<file path="config.mk">
export PLATFORM = sky130hd
export DESIGN_NAME = ei_axi4_mux_interconnect
export DESIGN_NICKNAME = d
export VERILOG_FILES = /design/src/rtl/ei_axi4_mux_interconnect.sv
export SDC_FILE = /design/constraint.sdc
export NUM_CORES = 1
export LEC_CHECK = 0
export ABC_AREA = 1
export BUFFER_PORTS_ARGS = -buffer_cell sky130_fd_sc_hd__buf_2
export CORE_AREA = 2 2 205 207
export CTS_CLUSTER_DIAMETER = 40
export DETAILED_ROUTE_END_ITERATION = 8
export DIE_AREA = 0 0 207 209
export PLACE_DENSITY = 0.37
export REMOVE_ABC_BUFFERS = 1
export SETUP_SLACK_MARGIN = 0.1
export SLEW_MARGIN = 25
export SYNTH_ARGS = -nofsm -noshare
export SYNTH_HDL_FRONTEND = slang
export SYNTH_SLANG_ARGS = --single-unit
</file>
<file path="constraint.sdc">
create_clock -name aclk -period 2.2 [get_ports aclk]
set_input_delay 0.22 -clock aclk [delete_from_list [all_inputs] [get_ports aclk]]
set_output_delay 0.22 -clock aclk [all_outputs]
set_load 0.02 [all_outputs]
</file>
<file path="src/rtl/ei_axi4_mux_interconnect.sv">
// N-to-1 AXI4 interconnect: round-robin arbitration with independent write and read owners.
// The grant is registered, so a request reaches the slave one cycle after it is first seen.
module ei_axi4_mux_interconnect #(
    parameter int unsigned NUM_MASTERS = 2,
    parameter int unsigned ADDR_WIDTH  = 32,
    parameter int unsigned DATA_WIDTH  = 32
) (
    input  logic                                aclk,
    input  logic                                aresetn,
    // Master-side write address
    input  logic [NUM_MASTERS*ADDR_WIDTH-1:0]   m_awaddr,
    input  logic [NUM_MASTERS*2-1:0]            m_awburst,
    input  logic [NUM_MASTERS*8-1:0]            m_awlen,
    input  logic [NUM_MASTERS*3-1:0]            m_awsize,
    input  logic [NUM_MASTERS-1:0]              m_awvalid,
    output logic [NUM_MASTERS-1:0]              m_awready,
    // Master-side write data
    input  logic [NUM_MASTERS*DATA_WIDTH-1:0]   m_wdata,
    input  logic [NUM_MASTERS*DATA_WIDTH/8-1:0] m_wstrb,
    input  logic [NUM_MASTERS-1:0]              m_wlast,
    input  logic [NUM_MASTERS-1:0]              m_wvalid,
    output logic [NUM_MASTERS-1:0]              m_wready,
    // Master-side write response
    output logic [NUM_MASTERS*2-1:0]            m_bresp,
    output logic [NUM_MASTERS-1:0]              m_bvalid,
    input  logic [NUM_MASTERS-1:0]              m_bready,
    // Master-side read address
    input  logic [NUM_MASTERS*ADDR_WIDTH-1:0]   m_araddr,
    input  logic [NUM_MASTERS*2-1:0]            m_arburst,
    input  logic [NUM_MASTERS*8-1:0]            m_arlen,
    input  logic [NUM_MASTERS*3-1:0]            m_arsize,
    input  logic [NUM_MASTERS-1:0]              m_arvalid,
    output logic [NUM_MASTERS-1:0]              m_arready,
    // Master-side read data
    output logic [NUM_MASTERS*DATA_WIDTH-1:0]   m_rdata,
    output logic [NUM_MASTERS*2-1:0]            m_rresp,
    output logic [NUM_MASTERS-1:0]              m_rlast,
    output logic [NUM_MASTERS-1:0]              m_rvalid,
    input  logic [NUM_MASTERS-1:0]              m_rready,
    // Slave side
    output logic [ADDR_WIDTH-1:0]               s_awaddr,
    output logic [1:0]                          s_awburst,
    output logic [7:0]                          s_awlen,
    output logic [2:0]                          s_awsize,
    output logic                                s_awvalid,
    input  logic                                s_awready,
    output logic [DATA_WIDTH-1:0]               s_wdata,
    output logic [DATA_WIDTH/8-1:0]             s_wstrb,
    output logic                                s_wlast,
    output logic                                s_wvalid,
    input  logic                                s_wready,
    input  logic [1:0]                          s_bresp,
    input  logic                                s_bvalid,
    output logic                                s_bready,
    output logic [ADDR_WIDTH-1:0]               s_araddr,
    output logic [1:0]                          s_arburst,
    output logic [7:0]                          s_arlen,
    output logic [2:0]                          s_arsize,
    output logic                                s_arvalid,
    input  logic                                s_arready,
    input  logic [DATA_WIDTH-1:0]               s_rdata,
    input  logic [1:0]                          s_rresp,
    input  logic                                s_rlast,
    input  logic                                s_rvalid,
    output logic                                s_rready,
    // Monitor taps
    output logic [NUM_MASTERS-1:0]              wr_grant,
    output logic [NUM_MASTERS-1:0]              rd_grant
);

    localparam int unsigned IW = (NUM_MASTERS > 1) ? $clog2(NUM_MASTERS) : 1;
    localparam int unsigned SW = DATA_WIDTH / 8;

    typedef enum logic [1:0] {WIdle, WAddr, WData, WResp} wr_state_e;
    typedef enum logic [1:0] {RIdle, RAddr, RData} rd_state_e;

    // First requester at or after ptr, wrapping at NUM_MASTERS-1.
    function automatic logic [IW-1:0] rr_pick(input logic [NUM_MASTERS-1:0] req,
                                              input logic [IW-1:0] ptr);
        logic [IW-1:0] pick;
        logic          found;
        int unsigned   idx;
        pick  = '0;
        found = 1'b0;
        for (int unsigned i = 0; i < NUM_MASTERS; i++) begin
            idx = (32'(ptr) + i) % NUM_MASTERS;
            if (!found && req[idx]) begin
                pick  = IW'(idx);
                found = 1'b1;
            end
        end
        return pick;
    endfunction

    function automatic logic [IW-1:0] ptr_inc(input logic [IW-1:0] idx);
        return (32'(idx) == NUM_MASTERS - 1) ? '0 : idx + 1'b1;
    endfunction

    wr_state_e     wr_state_q, wr_state_d;
    rd_state_e     rd_state_q, rd_state_d;
    logic [IW-1:0] wr_idx_q, wr_idx_d, wr_ptr_q, wr_ptr_d;
    logic [IW-1:0] rd_idx_q, rd_idx_d, rd_ptr_q, rd_ptr_d;

    always_ff @(posedge aclk or negedge aresetn) begin
        if (!aresetn) begin
            wr_state_q <= WIdle;
            wr_idx_q   <= '0;
            wr_ptr_q   <= '0;
            rd_state_q <= RIdle;
            rd_idx_q   <= '0;
            rd_ptr_q   <= '0;
        end else begin
            wr_state_q <= wr_state_d;
            wr_idx_q   <= wr_idx_d;
            wr_ptr_q   <= wr_ptr_d;
            rd_state_q <= rd_state_d;
            rd_idx_q   <= rd_idx_d;
            rd_ptr_q   <= rd_ptr_d;
        end
    end

    // Completion is decided by wlast/rlast alone; beats are never counted.
    always_comb begin
        wr_state_d = wr_state_q;
        wr_idx_d   = wr_idx_q;
        wr_ptr_d   = wr_ptr_q;
        unique case (wr_state_q)
            WIdle: if (|m_awvalid) begin
                wr_idx_d   = rr_pick(m_awvalid, wr_ptr_q);
                wr_state_d = WAddr;
            end
            WAddr: if (s_awvalid && s_awready) wr_state_d = WData;
            WData: if (s_wvalid && s_wready && s_wlast) wr_state_d = WResp;
            WResp: if (s_bvalid && s_bready) begin
                wr_state_d = WIdle;
                wr_ptr_d   = ptr_inc(wr_idx_q);
            end
            default: wr_state_d = WIdle;
        endcase
    end

    always_comb begin
        rd_state_d = rd_state_q;
        rd_idx_d   = rd_idx_q;
        rd_ptr_d   = rd_ptr_q;
        unique case (rd_state_q)
            RIdle: if (|m_arvalid) begin
                rd_idx_d   = rr_pick(m_arvalid, rd_ptr_q);
                rd_state_d = RAddr;
            end
            RAddr: if (s_arvalid && s_arready) rd_state_d = RData;
            RData: if (s_rvalid && s_rready && s_rlast) begin
                rd_state_d = RIdle;
                rd_ptr_d   = ptr_inc(rd_idx_q);
            end
            default: rd_state_d = RIdle;
        endcase
    end

    assign wr_grant = (wr_state_q != WIdle) ? (NUM_MASTERS'(1) << wr_idx_q) : '0;
    assign rd_grant = (rd_state_q != RIdle) ? (NUM_MASTERS'(1) << rd_idx_q) : '0;

    // Each channel is connected only during its own phase; W beats are refused in WAddr.
    always_comb begin
        s_awaddr  = '0;
        s_awburst = '0;
        s_awlen   = '0;
        s_awsize  = '0;
        s_awvalid = 1'b0;
        s_wdata   = '0;
        s_wstrb   = '0;
        s_wlast   = 1'b0;
        s_wvalid  = 1'b0;
        s_bready  = 1'b0;
        m_awready = '0;
        m_wready  = '0;
        m_bvalid  = '0;
        m_bresp   = '0;
        unique case (wr_state_q)
            WAddr: begin
                s_awaddr  = m_awaddr[wr_idx_q*ADDR_WIDTH +: ADDR_WIDTH];
                s_awburst = m_awburst[wr_idx_q*2 +: 2];
                s_awlen   = m_awlen[wr_idx_q*8 +: 8];
                s_awsize  = m_awsize[wr_idx_q*3 +: 3];
                s_awvalid = m_awvalid[wr_idx_q];
                m_awready[wr_idx_q] = s_awready;
            end
            WData: begin
                s_wdata  = m_wdata[wr_idx_q*DATA_WIDTH +: DATA_WIDTH];
                s_wstrb  = m_wstrb[wr_idx_q*SW +: SW];
                s_wlast  = m_wlast[wr_idx_q];
                s_wvalid = m_wvalid[wr_idx_q];
                m_wready[wr_idx_q] = s_wready;
            end
            WResp: begin
                s_bready = m_bready[wr_idx_q];
                m_bvalid[wr_idx_q] = s_bvalid;
                m_bresp[wr_idx_q*2 +: 2] = s_bresp;
            end
            default: ;
        endcase
    end

    always_comb begin
        s_araddr  = '0;
        s_arburst = '0;
        s_arlen   = '0;
        s_arsize  = '0;
        s_arvalid = 1'b0;
        s_rready  = 1'b0;
        m_arready = '0;
        m_rvalid  = '0;
        m_rlast   = '0;
        m_rdata   = '0;
        m_rresp   = '0;
        unique case (rd_state_q)
            RAddr: begin
                s_araddr  = m_araddr[rd_idx_q*ADDR_WIDTH +: ADDR_WIDTH];
                s_arburst = m_arburst[rd_idx_q*2 +: 2];
                s_arlen   = m_arlen[rd_idx_q*8 +: 8];
                s_arsize  = m_arsize[rd_idx_q*3 +: 3];
                s_arvalid = m_arvalid[rd_idx_q];
                m_arready[rd_idx_q] = s_arready;
            end
            RData: begin
                s_rready = m_rready[rd_idx_q];
                m_rvalid[rd_idx_q] = s_rvalid;
                m_rlast[rd_idx_q]  = s_rlast;
                m_rdata[rd_idx_q*DATA_WIDTH +: DATA_WIDTH] = s_rdata;
                m_rresp[rd_idx_q*2 +: 2] = s_rresp;
            end
            default: ;
        endcase
    end

endmodule
</file>
Word level (Yosys, flattened, before mapping)
Index checks and enable logic that the tools add are counted.
W data, S select, Z words.

word-level totals
  bits in registers = 8
  bits of input ports = 308

operators by class
  add/sub/neg operators = 7
  multipliers = 2
  $lt $le $gt $ge = 8
  equal/unequal tests = 12
  shift-type cells = 18
  mux-type cells = 72
  bitwise operators = 9
  reductions and logical operators = 25

operator list
  kind                        number
  $shiftx A64 B7 Y32          3
  $mux W32                    3
  $neg A2 Y34                 2
  $shift A2 B34 Y4 const A    2
  $shiftx A2 B34 Y4           2
  $and A64 B64 Y64            1
  $mux W64                    1
  $shift A32 B34 Y64 const A  1
  $shiftx A32 B34 Y64         1
  $mux W1                     40
  $mux W2                     17
  $neg A6 Y34                 1
  $shiftx A16 B5 Y8           2
  $mux W8                     2
  $ne A2 B2 Y1 const B        7
  $and A2 B2 Y2               6
  $lt A1 B2 Y1 const B        6
  $mux W4                     3
  $shiftx A6 B4 Y3            2
  $logic_and A1 B1 Y1         11
  $and A4 B4 Y4               2
  $pmux W2 S4                 1
  $reduce_and A2 Y1           4
  $shiftx A4 B3 Y2            2
  16 further kinds            31

Depth between registers and ports, before layout
Gate-level depths: netlist (run 1).

  depth after elaboration = 8
  mapped depth = 10
  gate-level depth less buffers = 9

Worst setup path before layout (run 1)
No wires, ideal clock.

  kind = reg2out
  start = register wr_state_q[0]
  end = output port s_wdata[21]
  data arrival time = 1,467 ps
  required time = 1,980 ps
  slack = 513 ps
  stages on the path, launching flop included = 7
  cells stage by stage = dfrtp_1 inv_1 ha_1 buf_2 clkbuf_1 o21ai_0 nor2_1

on the way
  cells in the longest elaborated chain, start to end = 2

RTL lines
  item                      line  source
  start: declaration        99    wr_state_e wr_state_q, wr_state_d;
  start signal: assignment  106   wr_state_q <= WIdle;
  start signal: assignment  113   wr_state_q <= wr_state_d;
  $eq A2 B2 Y1              179   unique case (wr_state_q)
  $mux W32                  179
  end: declaration          47    output logic [DATA_WIDTH-1:0] s_wdata,

Every way passes these cells.

Worst setup path in the final report (run 1)
  start = register wr_state_q[0]
  end = output port s_wlast

on the way
  cells in the longest elaborated chain, start to end = 2

RTL lines
  item              line  source
  $eq A2 B2 Y1      179
  $mux W1           179
  end: declaration  49    output logic s_wlast,

Every way passes these cells.

==> results of run 1 <==
[metrics by stage]
| stage | total power [W] | util [%] | setup TNS [ns] | area [sq um] | std cells |
|---|---|---|---|---|---|
| global route | 0.00728 | 15.2 | 0 | 6280 | 1685 |
| floorplan | 0.00390 | - | -65.69 | 2710 | 599 |
| CTS | 0.00678 | 15.2 | 0 | 6270 | 1685 |
| detailed placement | 0.00641 | 15.0 | 0 | 6180 | 1680 |
| finish | 0.00669 | 15.2 | 0 | 6280 | 1687 |
| global placement | 0.00645 | 15.0 | 0 | 6180 | 1680 |
[flip-flops by register name, indices dropped and copies added, names as in the netlist]
name,count
wr_state_q,2
rd_ptr_q,1
wr_ptr_q,1
wr_idx_q,1
rd_idx_q,1
rd_state_q,2
[synth_stat cells, types with 3 or more instances]
cell type and number:
a21oi_1 52, buf_2 25, buf_4 3, clkbuf_1 20, dfrtp_1 8, ha_1 5, inv_1 56, nand2_1 117
nand2_2 3, nand3_1 4, nor2_1 247, nor3_1 7, o21ai_0 85
[critical path, stage by stage, from the launching register on]
cell and delay (ns):
dfrtp_1 0.40, inv_1 0.12, ha_1 0.20, buf_12 0.20
inv_1 0.11, a21oi_1 0.24, buf_2 0.23
[per-layer routing]
layer | wire length [um] | track usage [%]
met3 | 1700 | 2.04
met5 | 16 | 0
met4 | 485 | 2.12
met1 | 8170 | 9.69
met2 | 10700 | 16.7
[layout make-up]
class	instances	area (sq um)	area share, %
repair buffers	543	2810	44.8
multi-input cells	533	2290	36.5
well taps	539	674	10.7
inverters	58	220	3.50
flip-flops and latches	8	201	3.21
clock buffers	4	78.8	1.25
diodes	2	5.00	0.0796
[report_power, final]
part	switching, W	internal [W]
logic	0.00421	0.00187
clock network	0.0000854	0.000243
registers	0.0000589	0.000224
total	0.00435	0.00233
[path summary, 6_finish.rpt]
kind                       depth (start not counted)            end           from
max                                                6        s_wlast  wr_state_q[0]
min                                                3  rd_state_q[1]      s_arready
max reg2reg                                        6       rd_ptr_q       rd_idx_q
min reg2reg                                        2       rd_ptr_q       rd_ptr_q
max in group asynchronous                          2       wr_idx_q        aresetn
min in group asynchronous                          2  rd_state_q[1]        aresetn
[cells by family (layout without fill, tap and decap cells)]
group / Yosys count / after routing / share of synthesized area, %
AO/OA/AOI/OAI: 145 / 145 / 25.3
adder cells (fa/ha/maj): 5 / 5 / 2.12
buffers and inverters: 108 / 605 / 15.8
flip-flops: 8 / 8 / 6.79
other: 0 / 2 / 0
AND/OR/NAND/NOR: 383 / 383 / 50.0
[timing repair]
action | 4_1_cts | 5_1_grt
resized for setup | 1 | 2
hold buffers | 1 | 0
endpoints found under the setup margin | 1 | 27
hold endpoints to repair | 8 | 0
pin swaps | 0 | 0
==> results.sh, run 1 <==
export IMPL_crit_type="flop to output port"
export IMPL_grt_pass1_vias=5403
export IMPL_worstMarginPinSlew_ns=0.524
export IMPL_dp_hpwl_um=18000
export IMPL_dpl_worst_slack_ns=0.284
export IMPL_p_per_area_nw_per_um2=1060
export IMPL_htree_levels=1
export IMPL_setup_viol=0
export IMPL_timing_hold_ws_ns=0.249
export IMPL_drt_first_pass_iters=4
export IMPL_clkTransAtPathRegs_ns=0.04
export IMPL_holdCritPathClass="input pin to flop"
export IMPL_ir_worst_vdd_mv=0.431
export IMPL_die_h_um=209
export IMPL_cp_max_fo=40
export IMPL_synth_async_reset_ratio_pct=100
export IMPL_grt_max_degree=74
export IMPL_fillers=4913
export IMPL_initial_core_util_pct=7.15
export IMPL_route_detailed_drc=0
export IMPL_portBuffers=527
export IMPL_via_count=5867
export IMPL_place_congestion=0.908
export IMPL_setup_slack_ns=0.216
export IMPL_die_area_sq_um=43300
export IMPL_area_growth_pct=113
export IMPL_ys_flop_type="dfrtp_1"
export IMPL_cts_sinks=8
export IMPL_grt_usage_pct=8.74
export IMPL_finalClockSkew_ns=0.000256
export IMPL_cts_tree="built"
export IMPL_ys_warn_count=0
export IMPL_slew_viol_final=0
export IMPL_worstPathRequired_ns=1.98
export IMPL_totalWireLength_um=21000
export IMPL_worstSkewPairLatency_ns=0.24
export IMPL_cts_max_path_buffers=2
export IMPL_drt_wirelength_per_cell_um=12.5
export IMPL_cts_setup_buffers=0
export IMPL_synth_area_leaders="nor2_1 (31%), nand2_1 (15%), o21ai_0 (14%), a21oi_1 (8.8%), inv_1 (7.1%)"
export IMPL_core_area_sq_um=41300
export IMPL_clock_fmax_mhz=504
export IMPL_die_x_um=207
export IMPL_ys_seq_elements=8
export IMPL_layout_nets=1460
export IMPL_layout_commonest_cell="buf_2"
export IMPL_rrSetupSlack_ns=0.60
export IMPL_hold_violations=0
export IMPL_worstSetupEndpointType="output port"
export IMPL_yosys_area_top_type_share_pct=31.4
export IMPL_grt_pass1_wl_um=30100
export IMPL_critPathLaunchType="flop"
export IMPL_rsz0062_at_grt="yes"
export IMPL_outcome="finished clean"
export IMPL_fin_crit_sh_pct=90.2
export IMPL_arrival_ns=1.76
export IMPL_synth_top_area_cell="nor2_1"
export IMPL_ys_seq_area_share_pct=6.79
export IMPL_layout_drive_gt1_share_pct=48.9
export IMPL_relSlewSlack_pct=65.0
export IMPL_cts_buffers=3
export IMPL_synth_cell_types=26
export IMPL_netlist_area_sq_um=2950
export IMPL_antenna_found_initial=3
export IMPL_fin_crit_ns=1.98
export IMPL_synth_edf_count=0
export IMPL_ant_nets=0
export IMPL_synth_avg_cell_area_sq_um=4.55
export IMPL_routed_via_density=3.48
export IMPL_layout_common_cells="buf_2 (526), nor2_1 (247), nand2_1 (116), o21ai_0 (85), inv_1 (56)"
export IMPL_grt_overflow_total=0
export IMPL_drv_cap=0
export IMPL_netlist_instances=649
export IMPL_first_iter_violations=357
export IMPL_clk_root_buffer_cell="clkbuf_16"
export IMPL_ios=528
export IMPL_p_leak_nw=3.99
export IMPL_std_cell_rows=75
(Power assumes the default switching activity.)
==> run 2: changes to the inputs <==
--- a/config.mk
+++ b/config.mk
@@ -7,11 +7,12 @@
 export LEC_CHECK = 0
 export ABC_AREA = 1
 export BUFFER_PORTS_ARGS = -buffer_cell sky130_fd_sc_hd__buf_2
-export CORE_AREA = 2 2 205 207
+export CORE_AREA = 10 10 196 198
 export CTS_CLUSTER_DIAMETER = 40
 export DETAILED_ROUTE_END_ITERATION = 8
-export DIE_AREA = 0 0 207 209
-export PLACE_DENSITY = 0.37
+export DIE_AREA = 0 0 206 208
+export MAX_ROUTING_LAYER = met4
+export PLACE_DENSITY = 0.41
 export REMOVE_ABC_BUFFERS = 1
 export SETUP_SLACK_MARGIN = 0.1
 export SLEW_MARGIN = 25
==> results.sh, run 2 (same netlist as run 1, synthesis figures left out) <==
export IMPL_power_share_clock_pct=4.8
export IMPL_dpl_worst_slack_ns=0.483
export IMPL_worstMarginPinSlew_ns=0.671
export IMPL_rrSetupSlack_ns=0.58
export IMPL_ant_nets=0
export IMPL_cts_buffers=3
export IMPL_seqPwrFrac_pct=4.2
export IMPL_initial_core_util_pct=8.58
export IMPL_placed_area_sq_um=6100
export IMPL_cts_max_path_buffers=2
export IMPL_reg2reg_depth=8
export IMPL_outcome="finished clean"
export IMPL_setup_viol=0
export IMPL_grt_pass1_wl_um=35000
export IMPL_drt_first_pass_iters=7
export IMPL_slew_viol_final=0
export IMPL_layout_common_cells="buf_2 (527), nor2_1 (247), nand2_1 (117), o21ai_0 (85), inv_1 (56)"
export IMPL_grt_overflow_total=0
export IMPL_grt_busiest_layer="met2"
export IMPL_fin_util_pct=18.0
export IMPL_p_per_area_nw_per_um2=1090
export IMPL_clock_fmax_mhz=500
export IMPL_p_leak_nw=4.01
export IMPL_grt_max_degree=49
export IMPL_antenna_found_initial=1
export IMPL_holdCritPathClass="input pin to flop"
export IMPL_arrival_ns=1.78
export IMPL_grt_usage_pct=10.6
export IMPL_grt_pass1_vias=5985
export IMPL_rsz0062_at_grt="no"
export IMPL_die_h_um=208
export IMPL_top_regs="rd_state_q (2), wr_state_q (2)"
export IMPL_portBuffers=527
export IMPL_fillers=4091
export IMPL_totalWireLength_um=24800
export IMPL_finalClockSkew_ns=0.000376
export IMPL_postCtsResizedCells=0
export IMPL_crit_type="flop to output port"
export IMPL_worstPathRequired_ns=1.98
export IMPL_worstSkewPairLatency_ns=0.23
export IMPL_r2r_start="wr_idx_q"
export IMPL_hold_violations=0
export IMPL_timing_hold_ws_ns=0.260
export IMPL_critPathLaunchType="flop"
export IMPL_ios=528
export IMPL_grtUsageMet1_pct=10.9
export IMPL_clk_root_buffer_cell="clkbuf_16"
export IMPL_layout_drive_gt1_share_pct=48.8
export IMPL_std_cell_rows=68
export IMPL_r2r_end="wr_state_q[0]"
export IMPL_route_detailed_drc=0
export IMPL_drv_cap=0
export IMPL_cp_max_fo=40
export IMPL_routed_via_density=3.65
export IMPL_hold_path_depth=2
export IMPL_area_growth_pct=110
export IMPL_htree_levels=1
export IMPL_p_sw_share_pct=64.7
export IMPL_fin_crit_sh_pct=90.9
export IMPL_switching_power_w=0.00438
export IMPL_intPower_w=0.00239
export IMPL_clkTransAtPathRegs_ns=0.04
export IMPL_worstSetupEndpointType="output port"
export IMPL_layout_commonest_cell="buf_2"
export IMPL_die_x_um=206
export IMPL_gr_usage_met3_pct=2.69
export IMPL_setup_slack_ns=0.200
export IMPL_die_area_sq_um=42800
export IMPL_relSlewSlack_pct=55.2
export IMPL_use_met2_pct=19.9
export IMPL_fin_area_sq_um=6190
export IMPL_cts_sinks=8
export IMPL_combPwrFrac_pct=91.0
export IMPL_hp_start="s_bvalid"
export IMPL_layout_nets=1462
export IMPL_first_iter_violations=291
export IMPL_place_congestion=0.910
export IMPL_dp_hpwl_um=21700
export IMPL_fin_crit_ns=2.00
export IMPL_holdPathEnd="wr_ptr_q"
export IMPL_core_area_sq_um=34400
export IMPL_via_count=5851
export IMPL_ir_worst_vdd_mv=0.455
export IMPL_cts_tree="built"
export IMPL_power_total_w=0.00677
export IMPL_drt_wirelength_per_cell_um=15.5
==> run 2: cell count changes in the layout (fill, tap and decap cells not counted), sizes merged <==
cell | before | now
buf | 542 | 544
diode | 2 | 1
==> run 2: worst max path at each step <==
stage	cells after the start	from	end
2_1_floorplan	2	wr_idx_q	m_awready[1]
3_3_place_gp	8	wr_idx_q	wr_state_q[1]
3_5_place_dp	6	wr_state_q[0]	s_wstrb[2]
4_1_cts	6	wr_state_q[0]	s_wstrb[2]
5_1_grt	6	wr_state_q[0]	m_wready[1]
6_report	6	wr_state_q[0]	s_wstrb[2]
==> run 2: cell type report <==
| class | instances | area (sq um) | area share (%) |
|---|---|---|---|
| repair buffers | 545 | 2840 | 45.8 |
| multi-input cells | 533 | 2280 | 36.9 |
| well taps | 455 | 569 | 9.19 |
| inverters | 58 | 220 | 3.55 |
| flip-flops and latches | 8 | 201 | 3.25 |
| clock buffers | 4 | 78.8 | 1.27 |
| diodes | 1 | 2.50 | 0.0404 |
==> run 2: timing repair <==
action                    in CTS  in global routing
buffers inserted               0                  0
hold buffers                   1                  0
hold endpoints to repair       8                  0
==> run 2: routing by layer <==
metal | vias up | part of all wire, % | wire length, um
met5 | - | 0 | 0
met4 | 0 | 1.2 | 308
met3 | 14 | 8.9 | 2200
met2 | 313 | 52 | 12900
met1 | 2517 | 38 | 9420
li1 | 3007 | - | -
==> run 2: through the flow <==
stage	cells	TNS, ns
final	1604	0
after global routing	1604	0
after CTS	1603	0
after detailed placement	1598	0
after global placement	1598	0
after floorplan	599	-65.69
==> run 2: worst max-delay path: stages, from the launching register on <==
cell	delay, ns
dfrtp_1	0.40
inv_1	0.12
ha_1	0.21
buf_12	0.20
o21ai_0	0.11
nor2_1	0.25
buf_2	0.23
==> run 2: power by group through the flow <==
| stage | Combinational (W) | Sequential, W | Clock (W) |
|---|---|---|---|
| after floorplan | 0.00346 | 0.000443 | 0 |
| after global placement | 0.00628 | 0.000286 | 0 |
| after detailed placement | 0.00624 | 0.000286 | 0 |
| after CTS | 0.00626 | 0.000285 | 0.000336 |
| after global routing | 0.00674 | 0.000296 | 0.000350 |
| final | 0.00616 | 0.000284 | 0.000321 |
==> run 3: changes to the inputs <==
--- a/config.mk
+++ b/config.mk
@@ -12,7 +12,7 @@
 export DETAILED_ROUTE_END_ITERATION = 8
 export DIE_AREA = 0 0 206 208
 export MAX_ROUTING_LAYER = met4
-export PLACE_DENSITY = 0.41
+export PLACE_DENSITY = 0.42
 export REMOVE_ABC_BUFFERS = 1
 export SETUP_SLACK_MARGIN = 0.1
 export SLEW_MARGIN = 25
==> constraint.sdc (replaced) <==
create_clock -name aclk -period 1.8 [get_ports aclk]
set_input_delay 0.18 -clock aclk [delete_from_list [all_inputs] [get_ports aclk]]
set_output_delay 0.18 -clock aclk [all_outputs]
set_load 0.02 [all_outputs]
==> results.sh, run 3 (same netlist as run 1, synthesis figures left out) <==
export IMPL_cp_max_fo=5
export IMPL_hold_violations=0
export IMPL_totalWireLength_um=27800
export IMPL_p_per_area_nw_per_um2=1490
export IMPL_route_met3_wl_um=2390
export IMPL_dp_hpwl_um=21500
export IMPL_via_count=6239
export IMPL_crit_type="flop to output port"
export IMPL_wl_met1_um=10500
export IMPL_htree_levels=1
export IMPL_holdCritPathClass="input pin to flop"
export IMPL_layout_nets=1497
export IMPL_fin_crit_ns=1.79
export IMPL_place_congestion=0.946
export IMPL_worstPathRequired_ns=1.62
export IMPL_route_detailed_drc=0
export IMPL_ff_latch_area_sq_um=204
export IMPL_power_total_w=0.0110
export IMPL_layout_commonest_cell="buf_2"
export IMPL_rrSetupSlack_ns=0.11
export IMPL_cts_max_path_buffers=2
export IMPL_worstSetupEndpointType="output port"
export IMPL_die_h_um=208
export IMPL_portBuffers=527
export IMPL_die_area_sq_um=42800
export IMPL_routed_via_density=3.80
export IMPL_ios=528
export IMPL_multi_input_area_sq_um=2460
export IMPL_power_share_clock_pct=3.6
export IMPL_drv_cap=0
export IMPL_relSlewSlack_pct=79.3
export IMPL_hold_path_depth=2
export IMPL_slew_viol_final=0
export IMPL_met2_length_um=14200
export IMPL_cts_sinks=8
export IMPL_grt_pass1_wl_um=37300
export IMPL_arrival_ns=1.61
export IMPL_drt_first_pass_iters=5
export IMPL_core_area_sq_um=34400
export IMPL_outcome="finished clean"
export IMPL_cts_tree="built"
export IMPL_placed_area_sq_um=6210
export IMPL_setup_viol=0
export IMPL_top_regs="rd_state_q (2), wr_state_q (2)"
export IMPL_worstMarginPinSlew_ns=0.307
export IMPL_ant_nets=0
export IMPL_clock_fmax_mhz=559
export IMPL_initial_core_util_pct=8.58
export IMPL_p_sw_share_pct=57.0
export IMPL_clkTransAtPathRegs_ns=0.04
export IMPL_die_x_um=206
export IMPL_std_cell_rows=68
export IMPL_grt_usage_pct=11.3
export IMPL_holdPathEnd="wr_ptr_q"
export IMPL_fillers=4003
export IMPL_hp_start="s_bvalid"
export IMPL_switching_power_w=0.00624
export IMPL_reg2reg_depth=10
export IMPL_intPower_w=0.00472
export IMPL_top_layer="met4"
export IMPL_drt_wirelength_per_cell_um=16.9
export IMPL_fin_crit_sh_pct=99.4
export IMPL_grt_overflow_total=0
export IMPL_fin_area_sq_um=7330
export IMPL_combPwrFrac_pct=92.9
export IMPL_rsz0062_at_grt="yes"
export IMPL_ir_worst_vdd_mv=0.635
export IMPL_grt_max_degree=48
export IMPL_area_growth_pct=149
export IMPL_seqPwrFrac_pct=3.5
export IMPL_layout_drive_gt1_share_pct=54.4
export IMPL_cts_buffers=3
export IMPL_worstSkewPairLatency_ns=0.23
export IMPL_critPathLaunchType="flop"
export IMPL_first_iter_violations=320
export IMPL_antenna_found_initial=2
export IMPL_grt_pass1_vias=6454
export IMPL_finalClockSkew_ns=0.000356
export IMPL_r2r_end="wr_state_q[1]"
export IMPL_layout_common_cells="buf_2 (419), nor2_1 (232), buf_4 (121), nand2_1 (115), o21ai_0 (58)"
export IMPL_r2r_start="wr_state_q[0]"
export IMPL_p_leak_nw=4.32
export IMPL_clk_root_buffer_cell="clkbuf_16"
## run 3: changes by cell type in the layout (fill, tap and decap cells not counted), sizes merged
cell | before | now
buf | 544 | 571
clkbuf | 4 | 12
diode | 1 | 2
## run 3: metrics by stage
stage / util [%] / setup TNS, ns / hold WS [ns] / worst slack [ns] / std cells
2_1_floorplan: - / -141.56 / -0.116 / -0.999 / 599
3_3_place_gp: 18.1 / 0 / 0.0607 / 0.123 / 1604
3_5_place_dp: 18.1 / 0 / 0.0653 / 0.137 / 1604
4_1_cts: 19.7 / 0 / 0.214 / 0.0489 / 1626
5_1_grt: 21.3 / -0.459 / 0.232 / -0.0491 / 1640
6_report: 21.3 / 0 / 0.213 / 0.0103 / 1640
## run 3: worst max-delay path: stages, from the launching register on
cell       delay (ns)
dfrtp_1          0.40
inv_2            0.09
ha_4             0.21
buf_12           0.16
clkbuf_16        0.16
o21ai_1          0.07
nor2_1           0.11
buf_4            0.16
## run 3: timing repair
action | in CTS | in global routing
hold buffers | 1 | 0
endpoints found under the hold margin | 8 | 0
setup endpoints to repair | 94 | 201
pin swaps | 5 | 28
resized for setup | 79 | 134
buffers inserted | 11 | 4
gates cloned | 6 | 8
## run 3: how the worst max path moves through the flow
stage | slack, ns | endpoint | startpoint
final | 0.01 | s_wdata[31] | wr_state_q[0]
after global routing | -0.05 | s_wdata[31] | wr_state_q[0]
after CTS | 0.05 | s_wdata[25] | wr_state_q[0]
after detailed placement | 0.14 | wr_state_q[0] | wr_state_q[0]
after global placement | 0.12 | wr_state_q[1] | wr_state_q[0]
after floorplan | -1.0 | m_awready[1] | wr_idx_q
## run 3: power by group through the flow
stage	clock network, W	registers (W)	logic [W]
6_report	0.000397	0.000382	0.0102
4_1_cts	0.000414	0.000368	0.00908
3_5_place_dp	0	0.000358	0.00786
5_1_grt	0.000424	0.000397	0.0109
2_1_floorplan	0	0.000541	0.00423
3_3_place_gp	0	0.000356	0.00791
## run 3: per-layer routing
metal	track usage, %	vias to the layer above
met2	20.7	367
li1	-	3098
met3	2.39	34
met1	12.2	2740
met4	2.46	0
met5	-	-
## run 3: layout make-up
class / instances / area share (%)
tap: 455 / 7.76
clock buffer: 4 / 1.07
multi-input combinational: 533 / 33.6
sequential: 8 / 2.78
antenna: 2 / 0.0682
timing repair buffer: 580 / 51.5
inverter: 58 / 3.17
